<file path="config.mk">
export PLATFORM = sky130hd
export DESIGN_NAME = fetch_stage
export DESIGN_NICKNAME = d
export VERILOG_FILES = /design/src/rtl/rv32i_types.sv /design/src/rtl/fetch_fifo.sv /design/src/rtl/fetch_stage.sv
export SDC_FILE = /design/constraint.sdc
export NUM_CORES = 1
export LEC_CHECK = 0
export CAP_MARGIN = 20
export CORE_ASPECT_RATIO = 0.9
export CORE_UTILIZATION = 25
export DETAILED_ROUTE_END_ITERATION = 10
export MAX_ROUTING_LAYER = met4
export PLACE_DENSITY = 0.43
export SETUP_SLACK_MARGIN = 0.3
export SYNTH_ARGS = -nofsm -noshare
export SYNTH_HDL_FRONTEND = slang
export SYNTH_SLANG_ARGS = --single-unit
</file>
<file path="constraint.sdc">
create_clock -name clk -period 6.24 [get_ports clk]
set_input_delay 1.248 -clock clk [delete_from_list [all_inputs] [get_ports clk]]
set_output_delay 1.248 -clock clk [all_outputs]
set_load 0.005 [all_outputs]
</file>
<file path="src/rtl/rv32i_types.sv">
// Shared types for the front end: IF/ID bundle, fetch-buffer entry, NOP.
// Helper sat_inc backs the optional FETCH_PERF_EN counters.
package rv32i_types;

    localparam logic [31:0] NOP = 32'h0000_0013;

    typedef struct packed {
        logic [31:0] pc;
        logic        valid;
    } if_id_stage_reg_t;

    typedef struct packed {
        logic [31:0] pc;
        logic [31:0] inst;
    } fetch_entry_t;

    function automatic logic [31:0] sat_inc(
        input logic [31:0] v,
        input logic        en
    );
        return (en && (v != 32'hFFFF_FFFF)) ? v + 32'd1 : v;
    endfunction

endpackage

</file>
<file path="src/rtl/fetch_fifo.sv">
// Small power-of-two FIFO of {pc, inst} between imem and IF/ID.
// Flush empties it in one cycle; entries are never bypassed.
module fetch_fifo
    import rv32i_types::*;
#(
    parameter int DEPTH = 2
) (
    input  logic                       clk,
    input  logic                       rst,
    input  logic                       push,
    input  fetch_entry_t               push_data,
    input  logic                       pop,
    input  logic                       flush,
    output fetch_entry_t               head,
    output logic [$clog2(DEPTH):0]     count,
    output logic                       full,
    output logic                       empty
);

    localparam int AW = $clog2(DEPTH);
    localparam logic [AW:0] DEPTH_C = (AW + 1)'(DEPTH);

    fetch_entry_t   mem [DEPTH];
    logic [AW-1:0]  wr_ptr;
    logic [AW-1:0]  rd_ptr;
    logic           do_pop;

    assign do_pop = pop && !empty;
    assign full   = (count == DEPTH_C);
    assign empty  = (count == '0);
    assign head   = mem[rd_ptr];

    // Storage array; written only on push, contents need no reset.
    always_ff @(posedge clk) begin
        if (push && !flush) begin
            mem[wr_ptr] <= push_data;
        end
    end

    // Pointers and occupancy; flush wins over push/pop.
    always_ff @(posedge clk or negedge rst) begin
        if (!rst) begin
            wr_ptr <= '0;
            rd_ptr <= '0;
            count  <= '0;
        end else if (flush) begin
            wr_ptr <= '0;
            rd_ptr <= '0;
            count  <= '0;
        end else begin
            if (push) begin
                wr_ptr <= wr_ptr + AW'(1);
            end
            if (do_pop) begin
                rd_ptr <= rd_ptr + AW'(1);
            end
            count <= count + (AW + 1)'(push) - (AW + 1)'(do_pop);
        end
    end

endmodule

</file>
<file path="src/rtl/fetch_stage.sv">
// Fetch stage: PC, single-outstanding imem reads, fetch buffer, IF/ID.
// Define FETCH_PERF_EN to add saturating perf counters.
module fetch_stage
    import rv32i_types::*;
#(
    parameter logic [31:0] RESET_PC  = 32'h1ECE_B000,
    parameter int          BUF_DEPTH = 2
) (
    input  logic              clk,
    input  logic              rst,
    output logic [31:0]       imem_addr,
    output logic [3:0]        imem_rmask,
    input  logic [31:0]       imem_rdata,
    input  logic              imem_resp,
    input  logic              stall_signal,
    input  logic              freeze_stall,
    input  logic              redirect,
    input  logic [31:0]       redirect_pc,
    output if_id_stage_reg_t  if_id,
    output logic [31:0]       imem_rdata_id
`ifdef FETCH_PERF_EN
    ,
    output logic [31:0]       perf_fetched,
    output logic [31:0]       perf_dropped,
    output logic [31:0]       perf_stall_cycles
`endif
);

    localparam int CW = $clog2(BUF_DEPTH) + 1;
    localparam logic [CW-1:0] DEPTH_C = CW'(BUF_DEPTH);

    logic [31:0]   fetch_pc;
    logic [31:0]   out_pc;
    logic          epoch;
    logic          out_epoch;
    logic          outstanding;
    logic          advance;
    logic          push;
    logic          pop;
    logic          issue;
    logic [CW-1:0] count;
    logic [CW-1:0] count_after;
    logic          full;
    logic          empty;
    fetch_entry_t  head;

    assign advance = !(stall_signal | freeze_stall);
    assign pop     = advance && !empty && !redirect;
    assign push    = imem_resp && outstanding && (out_epoch == epoch)
                     && !redirect && (!full || pop);

    assign count_after = count + CW'(push) - CW'(pop);

    // Space is reserved at issue time so the eventual push always fits.
    assign issue = rst && (!outstanding || imem_resp) && !redirect
                   && (count_after < DEPTH_C);

    assign imem_rmask = issue ? 4'hF : 4'h0;
    assign imem_addr  = issue ? fetch_pc : 32'h0;

    fetch_fifo #(
        .DEPTH(BUF_DEPTH)
    ) u_fifo (
        .clk       (clk),
        .rst       (rst),
        .push      (push),
        .push_data ('{pc: out_pc, inst: imem_rdata}),
        .pop       (pop),
        .flush     (redirect),
        .head      (head),
        .count     (count),
        .full      (full),
        .empty     (empty)
    );

    // PC and outstanding-request tracking; a redirect retires the epoch.
    always_ff @(posedge clk or negedge rst) begin
        if (!rst) begin
            fetch_pc    <= RESET_PC;
            epoch       <= 1'b0;
            outstanding <= 1'b0;
            out_epoch   <= 1'b0;
            out_pc      <= '0;
        end else if (redirect) begin
            fetch_pc <= redirect_pc;
            if (outstanding && !imem_resp && (out_epoch == epoch)) begin
                epoch <= !epoch;
            end
            if (imem_resp) begin
                outstanding <= 1'b0;
            end
        end else if (issue) begin
            fetch_pc    <= fetch_pc + 32'd4;
            outstanding <= 1'b1;
            out_epoch   <= epoch;
            out_pc      <= fetch_pc;
        end else if (imem_resp) begin
            outstanding <= 1'b0;
        end
    end

    // IF/ID register: squash on redirect, hold on stall, else take head.
    always_ff @(posedge clk or negedge rst) begin
        if (!rst) begin
            if_id         <= '{pc: 32'h0, valid: 1'b0};
            imem_rdata_id <= NOP;
        end else if (redirect) begin
            if_id.valid   <= 1'b0;
            imem_rdata_id <= NOP;
        end else if (advance) begin
            if (!empty) begin
                if_id         <= '{pc: head.pc, valid: 1'b1};
                imem_rdata_id <= head.inst;
            end else begin
                if_id.valid   <= 1'b0;
                imem_rdata_id <= NOP;
            end
        end
    end

`ifdef FETCH_PERF_EN
    logic drop;
    logic held;

    assign drop = imem_resp && outstanding && !push;
    assign held = !redirect && !advance && if_id.valid;

    // Saturating event counters for pushes, drops and held-valid cycles.
    always_ff @(posedge clk or negedge rst) begin
        if (!rst) begin
            perf_fetched      <= '0;
            perf_dropped      <= '0;
            perf_stall_cycles <= '0;
        end else begin
            perf_fetched      <= sat_inc(perf_fetched, push);
            perf_dropped      <= sat_inc(perf_dropped, drop);
            perf_stall_cycles <= sat_inc(perf_stall_cycles, held);
        end
    end
`endif

endmodule
</file>
== Word level (Yosys, flattened, before mapping) ==
Memories as Yosys holds them, arrays and structs flattened.
Index checks and enable logic that the tools add are counted.
W data, S select, Z words.

* Register bits after elaboration: 136
* Memory bits (writable): 128
* Input port bits: 70
* Output and inout port bits: 101
* Logic and storage cells: 75
* Memories kept: 1

* Add/sub/neg operators: 6
* Magnitude comparators: 1
* Eq/ne operators: 3
* Mux-type cells: 20
* Bitwise gates (word level): 4
* Reductions and logical operators: 29

{| class="wikitable"
|+ Memories
! name !! words !! width !! rd ports !! clocked after Yosys merged registers in !! wr ports !! RTL line !! RTL
|-
| u_fifo.mem || 2 || 64 || 1 || 0 || 1 || fetch_fifo.sv:23 || <nowiki>fetch_entry_t mem [DEPTH];</nowiki>
|}

{| class="wikitable"
|+ Operator list
! cell !! number
|-
| $mux W32 || 6
|-
| $add A32 B3 Y32 const B || 1
|-
| $logic_and A1 B1 Y1 || 13
|-
| $mux W1 || 12
|-
| $logic_not A1 Y1 || 7
|-
| $reduce_bool A2 Y1 || 3
|-
| $mux W4 || 1
|-
| $reduce_and A2 Y1 || 2
|-
| $sub A2 B1 Y2 || 2
|-
| $not A1 Y1 || 3
|-
| $reduce_and A3 Y1 || 1
|-
| $add A1 B1 Y1 const B || 2
|-
| $add A2 B1 Y2 || 1
|-
| $eq A2 B2 Y1 const B || 1
|-
| $logic_not A2 Y1 || 1
|-
| $logic_or A1 B1 Y1 || 2
|-
| $lt A2 B2 Y1 const B || 1
|-
| $mux W2 || 1
|-
| $ne A2 B2 Y1 const B || 1
|-
| $eq A1 B1 Y1 || 1
|-
| $or A1 B1 Y1 || 1
|}

== Logic depth before layout (Yosys ltp) ==
Gate-level depths: netlist of the first run.

* Word-level depth: 12
* Mapped depth: 13
* Depth with buffers taken out: 10

== Cells and area by module ==
A second synthesis of the first run with hierarchy kept.

* Cell total of the unflattened synthesis: 786
* Area, all modules: 10772.8 um^2

{| class="wikitable"
|+ Modules (own cells, without submodules)
! module !! instances !! cells each !! area an instance (um^2) !! sequential area each (um^2)
|-
| fetch_stage || 1 || 566 || 5909.4 || 3321.9
|-
| fetch_fifo || 1 || 220 || 4863.4 || 3943.8
|}

== Worst setup path after synthesis of the first run ==
No wires, ideal clock.

* Kind: input to register
* Start point: in redirect
* End point: mem u_fifo.mem[0][0] in the netlist's numbering, enable pin
* Library setup time: 0.488 ns
* Data arrival time: 4.905 ns
* Setup slack: 0.848 ns
* Stages: 5
* Cell sequence: o21ba_2 > nand2_1 > clkbuf_1 > a311o_1 > nor2_1

* Longest elaborated chain between the ends: 7

{| class="wikitable"
|+ Ends and longest elaborated chain
! item !! RTL line !! RTL
|-
| start: declaration || fetch_stage.sv:17 || <nowiki>input logic redirect,</nowiki>
|-
| $logic_not A1 Y1 * || fetch_fifo.sv:35, fetch_stage.sv:48, fetch_stage.sv:50 ||
|-
| $logic_and A1 B1 Y1 || fetch_stage.sv:48 || <nowiki>assign pop = advance && !empty && !redirect;</nowiki>
|-
| $logic_or A1 B1 Y1 || fetch_stage.sv:50 || <nowiki>&& !redirect && (!full || pop);</nowiki>
|-
| $logic_and A1 B1 Y1 || fetch_stage.sv:50 ||
|-
| $logic_and A1 B1 Y1 * || fetch_fifo.sv:35 || <nowiki>if (push && !flush) begin</nowiki>
|-
| $mux W1 * || fetch_fifo.sv:35 ||
|-
| $mux W1 (not written as such) * || fetch_fifo.sv:36 || <nowiki>mem[wr_ptr] <= push_data;</nowiki>
|-
| end: declaration || fetch_fifo.sv:23 ||
|}

Every way passes the cells marked *; elsewhere a longest branch is shown, timed or not.

== Worst setup path in the final report of the first run ==
* Start point: in freeze_stall
* End point: out imem_addr[18]

* Longest elaborated chain between the ends: 11

{| class="wikitable"
|+ Ends and longest elaborated chain
! item !! RTL line !! RTL
|-
| start: declaration || fetch_stage.sv:16 || <nowiki>input logic freeze_stall,</nowiki>
|-
| $or A1 B1 Y1 * || fetch_stage.sv:47 || <nowiki>assign advance = !(stall_signal | freeze_stall);</nowiki>
|-
| $logic_not A1 Y1 * || fetch_stage.sv:47 ||
|-
| $logic_and A1 B1 Y1 * (2 in a row) || fetch_stage.sv:48 ||
|-
| $logic_or A1 B1 Y1 || fetch_stage.sv:50 ||
|-
| $logic_and A1 B1 Y1 || fetch_stage.sv:50 ||
|-
| $add A2 B1 Y2 || fetch_stage.sv:52 || <nowiki>assign count_after = count + CW'(push) - CW'(pop);</nowiki>
|-
| $sub A2 B1 Y2 * || fetch_stage.sv:52 ||
|-
| $lt A2 B2 Y1 * || fetch_stage.sv:56 || <nowiki>&& (count_after < DEPTH_C);</nowiki>
|-
| $logic_and A1 B1 Y1 * || fetch_stage.sv:56 ||
|-
| $mux W32 * || fetch_stage.sv:59 || <nowiki>assign imem_addr = issue ? fetch_pc : 32'h0;</nowiki>
|-
| end: declaration || fetch_stage.sv:11 || <nowiki>output logic [31:0] imem_addr,</nowiki>
|}

Marks and branches as above.

==> impl_metrics.toml, run 1 <==
[outcome]
status = "finished clean"

[logic_synthesis]
seq_area_frac_synth_pct = 68.8
synth_mux_area_share_pct = 10.0
synth_top_area_share_pct = 36.4
synth_compound_area_share_pct = 7.37
netlist_top_cells_count = "edfxtp_1, dfrtp_1, nand2_1"
synth_largest_area_cell = "edfxtp_1"
synth_seq_cells = 264
async_reset_ff_share_pct = 51.5
ys.flop_type = "edfxtp_1"
yosys.cell_count.top_type = "edfxtp_1"
synth_top_family_by_area = "multiplexers"
synth_edf_count = 128
synth.distinct_cells = 44
synthTopCellsByArea = "edfxtp_1, dfrtp_1, mux2i_1, o21ai_0, mux2_2"
synthesis.area_um2 = 10600
synth_fa_ha_area_share_pct = 0.355
syn_avg_cell_area_um2 = 13.5
synth-xor-area-share_pct = 1.91
synthSimpleGateAreaFrac_pct = 8.98
syn_inst = 783
yosys_warnings = 0
syn_nets = 856

[final_layout]
drive_gt1_share_pct = 13.2
seq_area_um2 = 7270
multiInputGateArea_um2 = 3070
fillers = 4214
layout.nets = 1023
syn2layout_area_growth_pct = 31.7
stdcell_count = 1527

[route]
ant_nets = 0
vias = 6786
routed_via_density = 4.44
drtIter0Drc = 361
dr.pass1.iters = 4
drc_errors = 0
wl_per_cell_um = 18.9
wirelength_um = 28900

[pwr]
pwr-share-clk_pct = 37.9
cellLeakagePower_uw = 0.00506
pwr-share-comb_pct = 13.6
p_sw_share_pct = 24.8
power.density_nw_per_um2 = 330
total_power_uw = 4590
ir_drop_uv = 164
p_sw_uw = 1140
power.internal_uw = 3450
p_seq_share_pct = 48.5

[sta]
grt_setup_unrepaired = "false"
fin_ws_ns = 0.527
report.final.setup_viol = 0
drv_slew = 0
final-hold-violation-count = 0
fin_crit_ns = 5.71
timing.hold.ws_ns = 0.468
max-slew-margin-rel_pct = 28.7
tightest_slew_ns = 1.07
fin_tns_setup_ns = 0
max_freq_mhz = 175
fin_crit_sh_pct = 91.5
skew_ns = 0.0113

[worst_setup_path]
crit_type = "input port to output port"
cp_data_arrival_time_ns = 4.46
r2r_cells = 11
required_ns = 4.99
end_kind = "output port"
cp_slowest_cell = "clkdlybuf4s50_1"
cp_num_buf_inv = 4
cp_max_fo = 24
start_kind = "input port"
crit_family = "buffers and inverters"
cp_cell_sequence = "clkdlybuf4s50_1, nor2_2, nand2_4, a311o_1, inv_1, ha_1, nor3_1, nand3_2, a21oi_2, buf_6, and3_1, clkdlybuf4s50_1"
path_depth = 12
slowest_delay_ns = 0.50
critPathMostFrequentCell = "clkdlybuf4s50_1"

[floorplanning]
die_x_um = 219
core_um2 = 41800
num_rows = 71
initial_core_util_pct = 25.3
io_pins = 171
dieArea_um2 = 43100
die_height_um = 197

[global_route]
track_usage_pct = 13.8
grt_overflow = 0
grt_max_degree = 96
grt_pass1_wl_um = 43400
antenna_found_initial = 3
grt_pass1_vias = 6748

[hold_path]
worstHoldPathType = "flop to flop"
whs_path_depth = 0

[clocking]
cts_max_level = 1
numCtsBuffers = 31
cts_setup_buffers = 0
clkSinkCount = 264
clockRootBuffer = "clkbuf_16"
cts_tree = "built"
clk_pin_slew_ns = 0.06
cts_buffer_depth = 3
ctsHoldBuffers = 0
cts_resized = 0
clk_latency_ns = 0.56

[placed_design]
post-place-ws_ns = 0.370
dp_cells = 1464
post-dp-hpwl_um = 18400
gp_congestion = 0.728
numPortBuffers = 170

[run]
cap_violations = 0
final timing paths:
path	slack [ns]	to	startpoint
setup / recovery	0.53	imem_addr[18]	freeze_stall
hold / removal	0.47	u_fifo.mem[0][39]	out_pc[7]
max in group asynchronous	4.36	imem_rdata_id[28]	rst
hold reg to reg	0.47	u_fifo.mem[0][39]	out_pc[7]
setup reg to reg	2.67	out_pc[29]	u_fifo.count[0]
min in group asynchronous	0.64	out_pc[26]	rst
routing by layer:
metal | global-route usage [%] | vias to the layer above | wire [um]
li1 | - | 3226 | -
met1 | 19.1 | 3332 | 13700
met2 | 20.2 | 186 | 12700
met3 | 3.27 | 42 | 1820
met4 | 3.52 | 0 | 696
met5 | - | - | 0
layout by cell type, fill, tap and decap left out, types with 10 or more instances in the layout:
| cell type | count |
|---|---|
| and3_1 | 32 |
| buf_4 | 15 |
| clkbuf_16 | 31 |
| clkdlybuf4s50_1 | 168 |
| dfrtp_1 | 120 |
| dfstp_2 | 15 |
| edfxtp_1 | 128 |
| inv_1 | 11 |
| mux2_2 | 36 |
| mux2i_1 | 65 |
| nand2_1 | 94 |
| nand3_1 | 12 |
| nand4_1 | 10 |
| nor2_1 | 16 |
| o21ai_0 | 85 |
| xnor2_1 | 20 |
registers in the layout, summed over array words and instances, names as in the netlist, 2 cells and up:
| name | count |
|---|---|
| u_fifo.mem | 128 |
| if_id | 33 |
| fetch_pc | 32 |
| imem_rdata_id | 32 |
| out_pc | 32 |
| u_fifo.count | 2 |
cells by family (layout without fill, tap and decap cells):
kind of cell,Yosys count,after routing
DFF,264,264
and+or+nand+nor,197,197
AOI/OAI and AO/OA,130,130
muxes,101,101
buffers and inverters,65,256
xor gates and xnor gates,23,23
adders and majority gates,3,3
other,0,6
stage by stage:
stage	util, %	area [um2]
after global placement	30.9	12900
final	33.3	13900
after CTS	33.2	13900
after detailed placement	30.9	12900
after global routing	33.3	13900
after floorplan	-	10600
power by group through the flow:
stage	clock [uW]	combinational (uW)	sequential [uW]
after global placement	0	635	2260
after detailed placement	0	638	2260
final	1740	625	2220
after global routing	1880	688	2260
after floorplan	0	255	2220
after CTS	1810	641	2230
worst reg2reg max path, cell delays in order, from the launching register on:
cell and delay [ns]:
dfrtp_1 0.41, o21ba_2 0.27, nand2_4 0.07, a311o_1 0.33
inv_1 0.08, ha_1 0.30, nor3_1 0.33, nand3_2 0.21
a21o_2 0.37, nor2_4 0.16, buf_4 0.50, mux2_2 0.41
area by class of cell:
class,count,share of cell area (%)
multi-input combinational,454,22.0
timing repair buffer,188,13.4
clock buffer,42,6.09
antenna,6,0.108
clock inverter,15,0.882
sequential,264,52.3
tap,547,4.92
inverter,11,0.297
Power figures use the tool's default switching activity.
==> inputs of run 2 (changes only) <==
--- a/config.mk
+++ b/config.mk
@@ -15,3 +15,4 @@
 export SYNTH_ARGS = -nofsm -noshare
 export SYNTH_HDL_FRONTEND = slang
 export SYNTH_SLANG_ARGS = --single-unit
+export TNS_END_PERCENT = 5
==> constraint.sdc (replaced) <==
create_clock -name clk -period 6.9 [get_ports clk]
set_input_delay 1.38 -clock clk [delete_from_list [all_inputs] [get_ports clk]]
set_output_delay 1.38 -clock clk [all_outputs]
set_load 0.005 [all_outputs]
==> run 2 against run 1 <==
  * Final cell count is 0.13% lower
  * Non-clock buffer count shrank 2
  * Via count fell by 0.84%
  * Sequential cell count unchanged
  * Setup slack better by 0.17 ns
  * Clock power decreased by 6%
  * Combinational power down 9.3%
  * Count of clock-buffer cells in the layout rose by 3
  * Worst hold slack got worse by 0.0044 ns
  * Sequential share of layout area hardly changed
  * Die area is the same
  * Largest cell class unchanged
==> impl_metrics.toml, run 2 (same netlist as run 1, synthesis figures left out) <==
[outcome]
status = "finished clean"

[clocking]
cts_resized = 0
clkSinkCount = 264
cts_max_level = 1
numCtsBuffers = 31
cts_tree = "built"
clockRootBuffer = "clkbuf_16"
cts_buffer_depth = 3
ctsHoldBuffers = 0
clk_latency_ns = 0.57
clk_pin_slew_ns = 0.06
cts_setup_buffers = 0

[floorplanning]
io_pins = 171
dieArea_um2 = 43100
num_rows = 71
core_um2 = 41800
initial_core_util_pct = 25.3
die_height_um = 197
die_x_um = 219

[route]
ant_nets = 0
wirelength_um = 28500
vias = 6729
drc_errors = 0
dr.pass1.iters = 4
wl_per_cell_um = 18.7
drtIter0Drc = 352
routed_via_density = 4.41

[final_layout]
top_regs = "u_fifo.mem (128), if_id (33)"
drive_gt1_share_pct = 13.2
largest_reg_flops = 128
stdcell_count = 1525
syn2layout_area_growth_pct = 31.8
utilization_pct = 33.3
layout.nets = 1021
layout_commonest_cell = "clkdlybuf4s50_1"
final_cell_mix = "clkdlybuf4s50_1, edfxtp_1, dfrtp_1"
top_register = "u_fifo.mem"
seq_area_um2 = 7270
fillers = 4193
multiInputGateArea_um2 = 3060
fin_area_um2 = 13900

[placed_design]
gp_congestion = 0.751
placed_area_um2 = 12900
post-dp-hpwl_um = 18000
dp_cells = 1462
numPortBuffers = 170

[pwr]
ir_drop_uv = 171
power.density_nw_per_um2 = 302
pwr-share-comb_pct = 13.5
total_power_uw = 4210
p_sw_share_pct = 24.5
p_seq_share_pct = 47.7
cellLeakagePower_uw = 0.00507
p_sw_uw = 1030
power.internal_uw = 3180
pwr-share-clk_pct = 38.8

[sta]
fin_crit_ns = 6.20
fin_tns_setup_ns = 0
skew_ns = 0.00851
final-hold-violation-count = 0
tightest_slew_ns = 1.10
max-slew-margin-rel_pct = 26.6
drv_slew = 0
max_freq_mhz = 161
fin_crit_sh_pct = 89.9
report.final.setup_viol = 0
grt_setup_unrepaired = "false"

[run]
cap_violations = 0

[global_route]
antenna_found_initial = 5
grt_overflow = 0
track_usage_pct = 13.7
grt_max_degree = 96
grt_pass1_vias = 6783
grt_pass1_wl_um = 43100

[hold_path]
worstHoldPathType = "flop to flop"

[worst_setup_path]
start_kind = "input port"
required_ns = 5.52
cp_max_fo = 19
cp_data_arrival_time_ns = 4.82
end_kind = "output port"
crit_type = "input port to output port"
-- run 2: cell type report --
type                    count  share of cell area [%]
multi-input cells         454                    22.0
repair buffers            186                    13.2
clock buffers              45                    6.24
inverters                  11                   0.297
clock inverters            13                    1.09
well taps                 547                    4.92
diodes                      5                  0.0899
flip-flops and latches    264                    52.2
-- run 2: power groups by stage --
stage / clock network [uW] / registers [uW] / logic, uW
2_1_floorplan: 0 / 2010 / 231
3_3_place_gp: 0 / 2040 / 577
3_5_place_dp: 0 / 2040 / 581
4_1_cts: 1700 / 2010 / 583
5_1_grt: 1760 / 2040 / 628
6_report: 1630 / 2010 / 567
-- run 2: worst max-delay path, stage by stage --
cell and delay [ns]:
clkdlybuf4s50_1 0.44, nor2_1 0.29, nand2_4 0.07, a311o_1 0.46, inv_1 0.10, ha_1 0.24, nor3_1 0.25, nand3_1 0.18
buf_4 0.24, a21o_1 0.38, nor3_1 0.23, clkdlybuf4s50_1 0.55
-- run 2: path summary, 6_finish.rpt --
check | startpoint | end | slack, ns | depth (start not counted)
max in group asynchronous | rst | fetch_pc[5] | 4.97 | 2
hold / removal | out_pc[4] | u_fifo.mem[1][36] | 0.46 | 0
min in group asynchronous | rst | imem_rdata_id[10] | 0.76 | 1
setup reg to reg | u_fifo.count[0] | out_pc[4] | 3.13 | 12
hold reg to reg | out_pc[4] | u_fifo.mem[1][36] | 0.46 | 0
setup / recovery | freeze_stall | imem_addr[19] | 0.70 | 12
-- run 2: through the flow --
step | hold slack [ns] | setup WS, ns
finish | 0.463 | 0.700
global route | 0.475 | 0.369
CTS | 0.458 | 0.683
detailed placement | 0.452 | 0.706
global placement | 0.448 | 0.750
floorplan | 0.438 | 1.38
-- run 2: metal layers --
| layer | global-route usage, % | routed length [um] |
|---|---|---|
| met1 | 18.6 | 13600 |
| met3 | 3.61 | 1750 |
| met2 | 20.3 | 12500 |
| met4 | 3.21 | 663 |
| met5 | - | 0 |
==> inputs of run 3 (changes only) <==
--- a/config.mk
+++ b/config.mk
@@ -7,10 +7,10 @@
 export LEC_CHECK = 0
 export CAP_MARGIN = 20
 export CORE_ASPECT_RATIO = 0.9
-export CORE_UTILIZATION = 25
+export CORE_UTILIZATION = 45
 export DETAILED_ROUTE_END_ITERATION = 10
 export MAX_ROUTING_LAYER = met4
-export PLACE_DENSITY = 0.43
+export PLACE_DENSITY = 0.69
 export SETUP_SLACK_MARGIN = 0.3
 export SYNTH_ARGS = -nofsm -noshare
 export SYNTH_HDL_FRONTEND = slang
==> run 3 against run 2 <==
  * Count of clock-buffer cells in the layout is 10 lower
  * Power is 2.8% lower
  * Clock power is 6% lower
  * Routed wire length fell by 18%
  * Setup slack worse by 0.12 ns
  * Sequential power about the same
  * Critical path type unchanged
  * Largest cell class unchanged
  * Largest power group unchanged
  * Highest routed layer unchanged
==> impl_metrics.toml, run 3 (same netlist as run 1, synthesis figures left out) <==
[worst_setup_path]
required_ns = 5.52
rr_endpoint = "out_pc[2]"
timing.rr.start = "u_fifo.count[0]"
cp_data_arrival_time_ns = 4.94
cp_max_fo = 25
critPathMostFrequentCell = "clkdlybuf4s50_1"
crit_type = "input port to output port"
cp_cell_sequence = "clkdlybuf4s50_1, nor2_1, nand2_4, a311o_1, inv_1, ha_1, nor3_1, nand3_1, buf_4, a21oi_2, buf_6, and3_1, clkdlybuf4s50_1"
r2r_cells = 12
crit_family = "buffers and inverters"
end_kind = "output port"
cp_num_buf_inv = 5
slowest_delay_ns = 0.51
rrSetupSlack_ns = 3.26
cp_slowest_cell = "clkdlybuf4s50_1"
start_kind = "input port"
cp-endpoint = "imem_addr[18]"
cp-startpoint = "freeze_stall"
path_depth = 13

[clocking]
cts_setup_buffers = 0
numCtsBuffers = 27
clk_pin_slew_ns = 0.06
cts_resized = 0
cts_max_level = 1
cts_buffer_depth = 3
ctsHoldBuffers = 0
clk_latency_ns = 0.53
clockRootBuffer = "clkbuf_16"
clkSinkCount = 264
cts_tree = "built"

[final_layout]
antenna_cells = 0
largest_reg_flops = 128
top_register = "u_fifo.mem"
layout_commonest_cell = "clkdlybuf4s50_1"
layout.nets = 1015
final_cell_mix = "clkdlybuf4s50_1, edfxtp_1, dfrtp_1"
top_regs = "u_fifo.mem (128), if_id (33)"
drive_gt1_share_pct = 12.5
syn2layout_area_growth_pct = 27.7
utilization_pct = 59.2
fin_area_um2 = 13500

[sta]
fin_crit_ns = 6.32
drv_slew = 0
grt_setup_unrepaired = "false"
skew_ns = 0.0102
timing.hold.ws_ns = 0.470
tightest_slew_ns = 0.987
max_freq_mhz = 158
max-slew-margin-rel_pct = 34.2
fin_ws_ns = 0.577
fin_tns_setup_ns = 0
final-hold-violation-count = 0
report.final.setup_viol = 0
fin_crit_sh_pct = 91.6

[run]
cap_violations = 0

[pwr]
ir_drop_uv = 175
pwr-share-clk_pct = 37.4
cellLeakagePower_uw = 0.00502
power.internal_uw = 3130
p_sw_share_pct = 23.4
p_sw_uw = 958
power.density_nw_per_um2 = 303
pwr-share-comb_pct = 13.6
p_seq_share_pct = 49.1

[placed_design]
gp_congestion = 0.859
placed_area_um2 = 12500
numPortBuffers = 170
post-dp-hpwl_um = 14500
post-place-ws_ns = 0.557

[floorplanning]
io_pins = 171
die_height_um = 147
initial_core_util_pct = 46.4
dieArea_um2 = 24100
num_rows = 52
die_x_um = 163
core_um2 = 22800

[route]
drc_errors = 0
wirelength_um = 23500
vias = 6760
wl_per_cell_um = 18.6
routed_via_density = 5.37
dr.pass1.iters = 4
ant_nets = 0
drtIter0Drc = 511

[global_route]
grt_max_degree = 96
grt_pass1_vias = 6759
track_usage_pct = 20.6
antenna_found_initial = 0
grt_overflow = 0
grt_pass1_wl_um = 37500

[outcome]
status = "finished clean"

[hold_path]
worstHoldPathType = "flop to flop"
hp-start = "out_pc[29]"
==> run 3: cell types whose count changed in the layout (fill, tap and decap cells not counted), sizes merged <==
| cell | delta |
|---|---|
| clkbuf | -10 |
| diode | -5 |
| buf | -2 |
| bufinv | +2 |
| clkinv | +2 |
| clkinvlp | -2 |
==> run 3: final cells by class <==
class | count | area [um2]
fill | 1811 | 9280
sequential | 264 | 7270
multi-input combinational | 454 | 3060
timing repair buffer | 184 | 1810
clock buffer | 35 | 736
tap | 297 | 372
clock inverter | 15 | 206
inverter | 11 | 41.3
==> run 3: stage by stage <==
step                      std cells  total power (uW)
after floorplan                 783              2240
after global placement         1210              2580
after detailed placement       1210              2600
after CTS                      1260              4130
after global routing           1260              4270
final                          1260              4090
==> run 3: worst min-delay path by stage <==
stage | end | cells past startpoint
floorplan | u_fifo.mem[0][32] | 0
global placement | u_fifo.mem[1][36] | 0
detailed placement | u_fifo.mem[0][32] | 0
CTS | u_fifo.mem[0][61] | 0
global route | u_fifo.mem[1][46] | 0
finish | u_fifo.mem[0][61] | 0
==> run 3: routing by layer <==
layer  global-route usage (%)  wire length, um  vias to the layer above  part of all wire [%]
met4                     5.56              601                        0                   2.6
met1                     29.2            10800                     3280                    46
met2                     30.8            10500                      249                    45
met5                        -                0                        -                     0
met3                     3.36             1570                       52                   6.7
li1                         -                -                     3179                     -
==> run 3: power groups by stage <==
stage	clock [uW]	sequential, uW	combinational [uW]
floorplan	0	2010	231
finish	1530	2010	555
global route	1620	2030	613
global placement	0	2030	548
detailed placement	0	2040	562
CTS	1560	2010	564
